[config.mk]
export PLATFORM = sky130hd
export DESIGN_NAME = icache_direct
export DESIGN_NICKNAME = d
export VERILOG_FILES = /design/src/rtl/cpu_types_pkg.sv /design/src/rtl/icache_direct_sat_counter.sv /design/src/rtl/icache_direct.sv
export SDC_FILE = /design/constraint.sdc
export NUM_CORES = 1
export LEC_CHECK = 0
export ABC_AREA = 0
export CAP_MARGIN = 20
export CORE_AREA = 2 2 244 246
export DETAILED_ROUTE_END_ITERATION = 7
export DIE_AREA = 0 0 246 248
export GPL_ROUTABILITY_DRIVEN = 0
export PLACE_DENSITY = 0.85
export SETUP_SLACK_MARGIN = 0.02
export SYNTH_ARGS = -nofsm -noshare
export SYNTH_HDL_FRONTEND = slang
export SYNTH_SLANG_ARGS = --single-unit
[constraint.sdc]
create_clock -name CLK -period 9.6 [get_ports CLK]
set_input_delay 2.88 -clock CLK [delete_from_list [all_inputs] [get_ports CLK]]
set_output_delay 2.88 -clock CLK [all_outputs]
set_load 0.05 [all_outputs]
[src/rtl/cpu_types_pkg.sv]
// Shared CPU types: the basic machine word plus the instruction-cache frame layout.
package cpu_types_pkg;

    localparam int WORD_W = 32;
    typedef logic [WORD_W-1:0] word_t;

    // Default cache geometry; the frame type below is sized for it.
    localparam int ICACHE_SETS = 8;

    // Tag width for a direct-mapped cache of two-word blocks:
    // word address bits minus the index bits minus the block-offset bit.
    function automatic int icache_tag_w(input int sets);
        return WORD_W - $clog2(sets) - 3;
    endfunction

    localparam int ICACHE_TAG_W = icache_tag_w(ICACHE_SETS);

    // One cache frame: valid flag, tag and the two words of the block.
    typedef struct packed {
        logic                    valid;
        logic [ICACHE_TAG_W-1:0] tag;
        word_t [1:0]             word;
    } icache_frame_t;

endpackage

[src/rtl/icache_direct_sat_counter.sv]
// Saturating event counter: counts cycles with inc=1 and sticks at all-ones.
module sat_counter
    import cpu_types_pkg::*;
#(
    parameter int W = WORD_W
) (
    input  logic         CLK,
    input  logic         nRST,
    input  logic         inc,
    output logic [W-1:0] count
);

    logic [W-1:0] count_reg;
    logic [W-1:0] count_next;

    // Advance only when requested and not already at the ceiling.
    always_comb begin
        count_next = count_reg;
        if (inc && (count_reg != {W{1'b1}})) begin
            count_next = count_reg + {{(W-1){1'b0}}, 1'b1};
        end
    end

    // Counter register, cleared by reset.
    always_ff @(posedge CLK or negedge nRST) begin
        if (!nRST) begin
            count_reg <= '0;
        end else begin
            count_reg <= count_next;
        end
    end

    assign count = count_reg;

endmodule

[src/rtl/icache_direct.sv]
// Direct-mapped read-only instruction cache with two-word blocks.
// Hits are answered combinationally from the frame arrays; a miss fills the
// block with two back-to-back single-word reads on iREN/iaddr.
module icache_direct
    import cpu_types_pkg::*;
#(
    parameter int SETS = ICACHE_SETS
) (
    input  logic        CLK,
    input  logic        nRST,
    input  logic        imemREN,
    input  logic [31:0] imemaddr,
    output logic        ihit,
    output logic [31:0] imemload,
    input  logic        iflush,
    output logic        iREN,
    output logic [31:0] iaddr,
    input  logic        iwait,
    input  logic [31:0] iload,
    output logic [31:0] hit_count,
    output logic [31:0] miss_count
);

    localparam int IDX_W = $clog2(SETS);
    localparam int TAG_W = icache_tag_w(SETS);

    typedef enum logic [1:0] {
        IDLE,
        FETCH0,
        FETCH1
    } icache_state_t;

    icache_state_t state_reg, state_next;
    logic [TAG_W-1:0] miss_tag_reg, miss_tag_next;
    logic [IDX_W-1:0] miss_idx_reg, miss_idx_next;
    word_t            buf0_reg, buf0_next;
    logic             flush_pend_reg, flush_pend_next;
    logic [SETS-1:0]  valid_reg, valid_next;
    logic             frame_we;

    // Tag and data arrays carry no reset; the valid bits alone gate their use.
    logic [TAG_W-1:0] tag_mem   [SETS];
    word_t            word0_mem [SETS];
    word_t            word1_mem [SETS];

    // Fetch address split: tag | index | block offset | byte.
    logic [TAG_W-1:0] req_tag;
    logic [IDX_W-1:0] req_idx;
    logic             req_off;
    logic             lookup_hit;
    logic             miss_start;
    logic [1:0]       unused_byte;

    assign req_tag     = imemaddr[31 -: TAG_W];
    assign req_idx     = imemaddr[IDX_W+2:3];
    assign req_off     = imemaddr[2];
    assign unused_byte = imemaddr[1:0];

    assign lookup_hit = imemREN && valid_reg[req_idx] && (tag_mem[req_idx] == req_tag);

    // Hits are only reported while idle; during a fill the arrays are busy.
    assign ihit       = (state_reg == IDLE) && lookup_hit;
    assign imemload   = ihit ? (req_off ? word1_mem[req_idx] : word0_mem[req_idx]) : '0;
    assign miss_start = (state_reg == IDLE) && imemREN && !lookup_hit;

    // Next-state, bus request and valid-bit bookkeeping for the fill sequence.
    always_comb begin
        state_next      = state_reg;
        miss_tag_next   = miss_tag_reg;
        miss_idx_next   = miss_idx_reg;
        buf0_next       = buf0_reg;
        flush_pend_next = flush_pend_reg;
        valid_next      = valid_reg;
        frame_we        = 1'b0;
        iREN            = 1'b0;
        iaddr           = '0;

        case (state_reg)
            IDLE: begin
                // The lookup above still sees the pre-flush valid bits.
                if (iflush) begin
                    valid_next = '0;
                end
                if (miss_start) begin
                    miss_tag_next = req_tag;
                    miss_idx_next = req_idx;
                    state_next    = FETCH0;
                end
            end

            FETCH0: begin
                iREN  = 1'b1;
                iaddr = {miss_tag_reg, miss_idx_reg, 3'b000};
                if (iflush) begin
                    flush_pend_next = 1'b1;
                end
                if (!iwait) begin
                    buf0_next  = iload;
                    state_next = FETCH1;
                end
            end

            FETCH1: begin
                iREN  = 1'b1;
                iaddr = {miss_tag_reg, miss_idx_reg, 3'b100};
                if (iflush) begin
                    flush_pend_next = 1'b1;
                end
                if (!iwait) begin
                    state_next = IDLE;
                    // A flush seen at any point of the fill discards the block
                    // and wipes every frame as the fill finishes.
                    if (flush_pend_reg || iflush) begin
                        valid_next      = '0;
                        flush_pend_next = 1'b0;
                    end else begin
                        valid_next[miss_idx_reg] = 1'b1;
                        frame_we                 = 1'b1;
                    end
                end
            end

            default: begin
                state_next = IDLE;
            end
        endcase
    end

    // Control state; reset abandons any fill in progress.
    always_ff @(posedge CLK or negedge nRST) begin
        if (!nRST) begin
            state_reg      <= IDLE;
            miss_tag_reg   <= '0;
            miss_idx_reg   <= '0;
            buf0_reg       <= '0;
            flush_pend_reg <= 1'b0;
            valid_reg      <= '0;
        end else begin
            state_reg      <= state_next;
            miss_tag_reg   <= miss_tag_next;
            miss_idx_reg   <= miss_idx_next;
            buf0_reg       <= buf0_next;
            flush_pend_reg <= flush_pend_next;
            valid_reg      <= valid_next;
        end
    end

    // Frame write at the edge that completes the second word of the fill.
    always_ff @(posedge CLK) begin
        if (frame_we) begin
            tag_mem[miss_idx_reg]   <= miss_tag_reg;
            word0_mem[miss_idx_reg] <= buf0_reg;
            word1_mem[miss_idx_reg] <= iload;
        end
    end

    sat_counter #(.W(32)) u_hit_counter (
        .CLK   (CLK),
        .nRST  (nRST),
        .inc   (ihit),
        .count (hit_count)
    );

    sat_counter #(.W(32)) u_miss_counter (
        .CLK   (CLK),
        .nRST  (nRST),
        .inc   (miss_start),
        .count (miss_count)
    );

endmodule
[Yosys cells after proc, flatten, opt, wreduce, memory -nomap -nowiden]
Memories as Yosys holds them, arrays and structs flattened.
Index checks and enable logic that the tools add are counted.
W data, S select, Z words.
Storage, ports and cells
  bits in registers: 136
  memory bits (writable): 720
  output and inout port bits: 130
  memories kept: 3
Memory list
  word0_mem: words 8, bits a word 32, read ports 1, clocked after memory_dff 0, wr ports 1, line icache_direct.sv:43  | word_t word0_mem [SETS];
  word1_mem: words 8, bits a word 32, read ports 1, clocked after memory_dff 0, wr ports 1, line icache_direct.sv:44  | word_t word1_mem [SETS];
  tag_mem: words 8, bits a word 26, read ports 1, clocked after memory_dff 0, wr ports 1, line icache_direct.sv:42  | logic [TAG_W-1:0] tag_mem [SETS];
Cells by class
  add/subtract/negate cells: 2
  magnitude comparators: 3
  eq/ne operators: 9
  muxes and demuxes: 25
  bitwise logic cells: 2
  reductions and logical operators: 18
Operators by type and width (count)
  $add A32 B1 Y32 const B: 2
  $mux W32: 2
  $ne A32 B32 Y1 const B: 2
  $pmux W32 S2: 1
  $eq A26 B26 Y1: 1
  $mux W8: 3
  $pmux W8 S2: 1
  $mux W1: 11
  $logic_and A1 B1 Y1: 8
  $lt A3 B4 Y1 const B: 2
  $or A8 B8 Y8: 1
  $mux W2: 3
  $ne A2 B2 Y1 const B: 3
  $pmux W2 S3: 1
  $reduce_and A3 Y1: 2
  $reduce_and A2 Y1: 2
  $reduce_bool A2 Y1: 2
  $bmux W1 S3: 1
  $demux W1 S3: 1
  $ge A3 B1 Y1 const B: 1
  $eq A2 B1 Y1 const B: 1
  $eq A2 B2 Y1 const B: 1
  $logic_not A2 Y1: 1
  $ne A2 B1 Y1 const B: 1
  5 further kinds: 5

[Longest topological paths before layout]
  depth in word-level cells: 8
  depth in mapped cells: 13
  mapped depth without buffers: 8

[Hierarchy]
Synthesis repeated with hierarchy kept, for this count alone.
Second synthesis, totals
  cells, all modules: 1670
  area total of the unflattened synthesis: 33960.1 µm²
Modules (own cells, without submodules)
  icache_direct: times used 1, cells each 1390, area each 30914.6 µm², sequential area each 23422.5 µm²
  sat_counter: times used 2, cells each 140, area each 1522.7 µm², sequential area each 800.8 µm²

[Worst setup path after synthesis]
OpenSTA, ideal clock, no wires.
  path type: input-to-reg
  start: input port iflush
  end: memory tag_mem[2][0] (netlist name) (enable)
  library setup time: 0.649 ns
  arrival time: 9.362 ns
  setup slack: -0.411 ns
  stages: 3
  cells stage by stage: nor3_1 > nand3_1 > nor3_1
Between the ends
  longest elaborated chain between the ends: 6
RTL lines
  from (decl): line icache_direct.sv:15  | input logic iflush,
  $logic_or A1 B1 Y1: line icache_direct.sv:113  | if (flush_pend_reg || iflush) begin
  $mux W1: line icache_direct.sv:113
  $mux W1: line icache_direct.sv:109  | if (!iwait) begin
  $mux W1: line icache_direct.sv:78  | case (state_reg)
  $mux W1: line icache_direct.sv:150  | if (frame_we) begin
  $mux W1 (implied by the code): line icache_direct.sv:151  | tag_mem[miss_idx_reg] <= miss_tag_reg;
  to (decl): line icache_direct.sv:42
No other way between the ends.

[Worst setup path after layout]
  start: input port imemaddr[4]
  end: output port imemload[2]
Between the ends
  longest elaborated chain between the ends: 6
  elaborated cells on any way between the ends: 11
  classes of those cells: eq/ne (1); mux (4); reduce/logical (3); memory (3)
RTL lines
  from (decl): line icache_direct.sv:12  | input logic [31:0] imemaddr,
  branches (longest 5 deep; another with $mem_v2 Z8 W26)
  $mux W32 *: line icache_direct.sv:63  | assign imemload = ihit ? (req_off ? word1_mem[req_idx] : word0_mem[req_idx]) : '0;
  to (decl): line icache_direct.sv:14  | output logic [31:0] imemload,
Every way passes the cells marked *. The select of a mux whose other input is x is not followed.

==> metrics.cfg <==
[worst_hold_path]
hp-class = reg -> reg
worstHoldPathCells = 1
hold_end = u_hit_counter.count[29]$_DFFE_PN0P_
hold_start = u_hit_counter.count[29]$_DFFE_PN0P_

[final_layout]
drive_gt1_share_pct = 23.55
diodes = 0
area_delta_synth_final_pct = 17.36
fin_cells = 2803
reg.largest.list = word0_mem (256), word1_mem (256), tag_mem (208)
utilization_pct = 68.55
nets = 2035

[synthesis]
synth_warnings = 0
syn-cell-area_um2 = 34150
synth_cell_types = 58
synth_edf_count = 720
synth_flop_cell = edfxtp_1
async_reset_ff_share_pct = 15.89
synth_cells = 1726
synth.avg_cell_area_um2 = 19.78
ys_seq_elements = 856
yosysSeqAreaShare_pct = 73.28

[timing]
setup_violations = 0
maxSlewHeadroom_pct = 27.64
hold_violations = 0
rsz0062_at_grt = no
worst_pin_slew_ns = 1.085
fin_ws_ns = 0.3286
period_minus_slack_ns = 9.271
slew_viol_final = 0
fmax_ghz = 0.1079
fin_crit_sh_pct = 96.58
fin_worst_skew_ns = 0.02546
final.setup.tns_ns = 0

[clock_network]
cts_buffer_depth = 3
clockRootBuffer = clkbuf_16
cts.sinks = 856
clkSlewWorstSetupHoldPaths_ns = 0.06
insertion_delay_ns = 0.63
hold_buffers = 0
cts_resized = 0
cts_max_level = 3
cts_tree = built
cts_buffers = 84
postCtsSetupRepairBufs = 0

[placement]
place_inst = 2645
place_ws_ns = 0.4566
io_buffer_count = 194
hpwl_um = 39760

[global_route]
grt_usage_pct = 24.52
first_global_vias = 18500
grt_max_degree = 75
antenna_found_initial = 2
grt_pass1_wl_um = 111100
grt-ovfl-total = 0

[die]
core.rowCount = 89
dieHeight_um = 248
die_area_um2 = 61010
core_um2 = 58460
die_w_um = 246
io_pins = 199
start_util_pct = 58.41

[setup_path]
reg2reg_from = tag_mem[5][19]$_DFFE_PP_
cp_data_required_time_ns = 6.72
cp.arrival_ns = 6.39
critical_path.top_delay_family = simple AND/OR/NAND/NOR gates
path_cells = buf_6 > nor2b_1 > a22oi_1 > a21oi_1 > o211ai_1 > nor4_1 > buf_4 > nand4_1 > buf_4 > nor2b_1 > buf_12
cpMaxStageDelayCell = nor2b_1
critPathBufInv = 4
cp_max_fo = 29
crit_type = in -> out
startpoint = imemaddr[4]
crit_path_start_kind = primary input
critPathMaxStageDelay_ns = 0.77
reg2regPathDepth = 8
end_kind = output port
regToRegSetupSlack_ns = 6.15
r2r-end = u_hit_counter.count[30]$_DFFE_PN0P_

[detailed_routing]
avgViaCountPerCell = 6.223
wl_per_cell_um = 26.01
drtIter0Drc = 1382
drtAntennaViolNets = 0
routed_wl_um = 72910
vias = 17440
drc = 0
first_pass_iters = 5

[power]
power.total_uw = 9185
power.density_nw_per_um2 = 229.2
cellLeakagePower_uw = 0.01369
irDropWorstVdd_uv = 204.8

[status]
status = completed

[flow_run]
drv_cap = 0

==> worst max-delay path by stage <==
stage	to	cells after the start
4_1_cts	imemload[4]	12
3_5_place_dp	imemload[4]	12
3_3_place_gp	imemload[4]	12
6_report	imemload[2]	11
2_1_floorplan	imemload[12]	12
5_1_grt	imemload[4]	12
==> report_power, final <==
group          internal (µW)  leakage [µW]  switching [µW]
Clock                   1870       0.00134            1370
Combinational            465       0.00414             631
Sequential              4500       0.00821             346
Total                   6840        0.0137            2350
==> cell type report <==
cell class | count | area, µm²
fillers | 3554 | 18390
flip-flops and latches | 856 | 25020
clock inverters | 51 | 420.4
inverters | 11 | 41.29
well taps | 773 | 967.2
clock buffers | 105 | 2305
repair buffers | 228 | 2569
multi-input cells | 779 | 8747
==> cell usage after synthesis, types with 3 or more instances <==
cell      count  area share (%)
buf_4        11            0.24
edfxtp_1    720              63
nor4_2        5            0.18
buf_2         6           0.088
a31oi_1       6            0.11
a22oi_1      16            0.35
a21oi_1      20            0.29
nor4_1        9            0.16
nor4b_2       3            0.13
and3_1       24            0.44
nand2_1      28            0.31
mux4_2      180              12
mux2_2       63             2.1
nand4_1      22            0.40
clkbuf_1     41            0.45
nor4b_1       3           0.077
buf_6         8            0.26
nand2b_1      6            0.11
buf_1        15            0.16
nand3b_1      4           0.088
dfrtp_1     136              10
nor2_1       34            0.37
nor3b_1       3           0.066
nor2b_1      43            0.79
nor3_1       23            0.34
a22o_1       13            0.33
mux2i_1      68             2.0
and2_1       38            0.70
xnor2_1      36            0.92
mux2_4       10            0.44
o22a_1        3           0.077
o22ai_1       5           0.092
inv_1        11            0.12
xor2_1       32            0.82
o21a_1        4           0.088
nand3_1      28            0.41
ha_1          6            0.22
or3_1         6            0.11
o21ai_0       8            0.12
and4_1        7            0.18
==> per-stage QoR <==
step           cell area, µm²  hold WS (ns)
2_1_floorplan           34160        0.4573
3_3_place_gp            37330        0.4772
3_5_place_dp            37330        0.4844
4_1_cts                 40050        0.4977
5_1_grt                 40070        0.5262
6_report                40070        0.4962
==> cell families after synthesis <==
| family | count (synthesis) | share of synthesized area (%) |
|---|---|---|
| buf+inv | 92 | 1.330 |
| mux | 322 | 16.46 |
| xor+xnor | 68 | 1.744 |
| compound gates | 82 | 1.649 |
| other cells | 1 | 0.01098 |
| flops | 856 | 73.28 |
| fa+ha+maj | 6 | 0.2198 |
| simple gates | 299 | 5.302 |
==> worst reg2reg max path, stage by stage, from the launching register on <==
cell and delay, ns:
edfxtp_1 0.36, mux4_1 0.51, mux2i_1 0.19, xnor2_1 0.15, a2111oi_2 0.33, and4b_1 0.36, nand4_2 0.61, nor3_1 0.45
mux2_2 0.36
==> layer usage <==
metal | wire, µm | GRT usage [%]
met5 | 22 | 0
met4 | 1972 | 7.807
met3 | 5063 | 4.779
met2 | 37930 | 42.00
met1 | 27920 | 32.00
==> cells in the final DEF, fill, tap and decap left out, types with 6 or more instances in the layout <==
cell / n
or3_1: 6
clkbuf_1: 12
buf_12: 36
nor2_1: 28
clkdlybuf4s50_1: 156
a22o_1: 13
xor2_1: 32
and2_1: 38
ha_1: 6
and3_1: 24
nand2_1: 28
dfrtp_1: 136
mux2i_1: 68
a21oi_1: 20
nand3_1: 28
clkbuf_16: 87
clkinv_2: 19
mux2_2: 63
a22oi_1: 16
nor2b_1: 42
inv_1: 11
clkbuf_8: 6
xnor2_1: 36
nand4_1: 22
bufinv_16: 6
nor3_1: 21
buf_4: 31
and4_1: 7
nand2b_1: 6
mux4_2: 180
a31oi_1: 6
nor2_4: 6
clkinv_1: 17
edfxtp_1: 720
mux2_4: 10
nor4_1: 9
o21ai_0: 8
(Power assumes the default switching activity.)
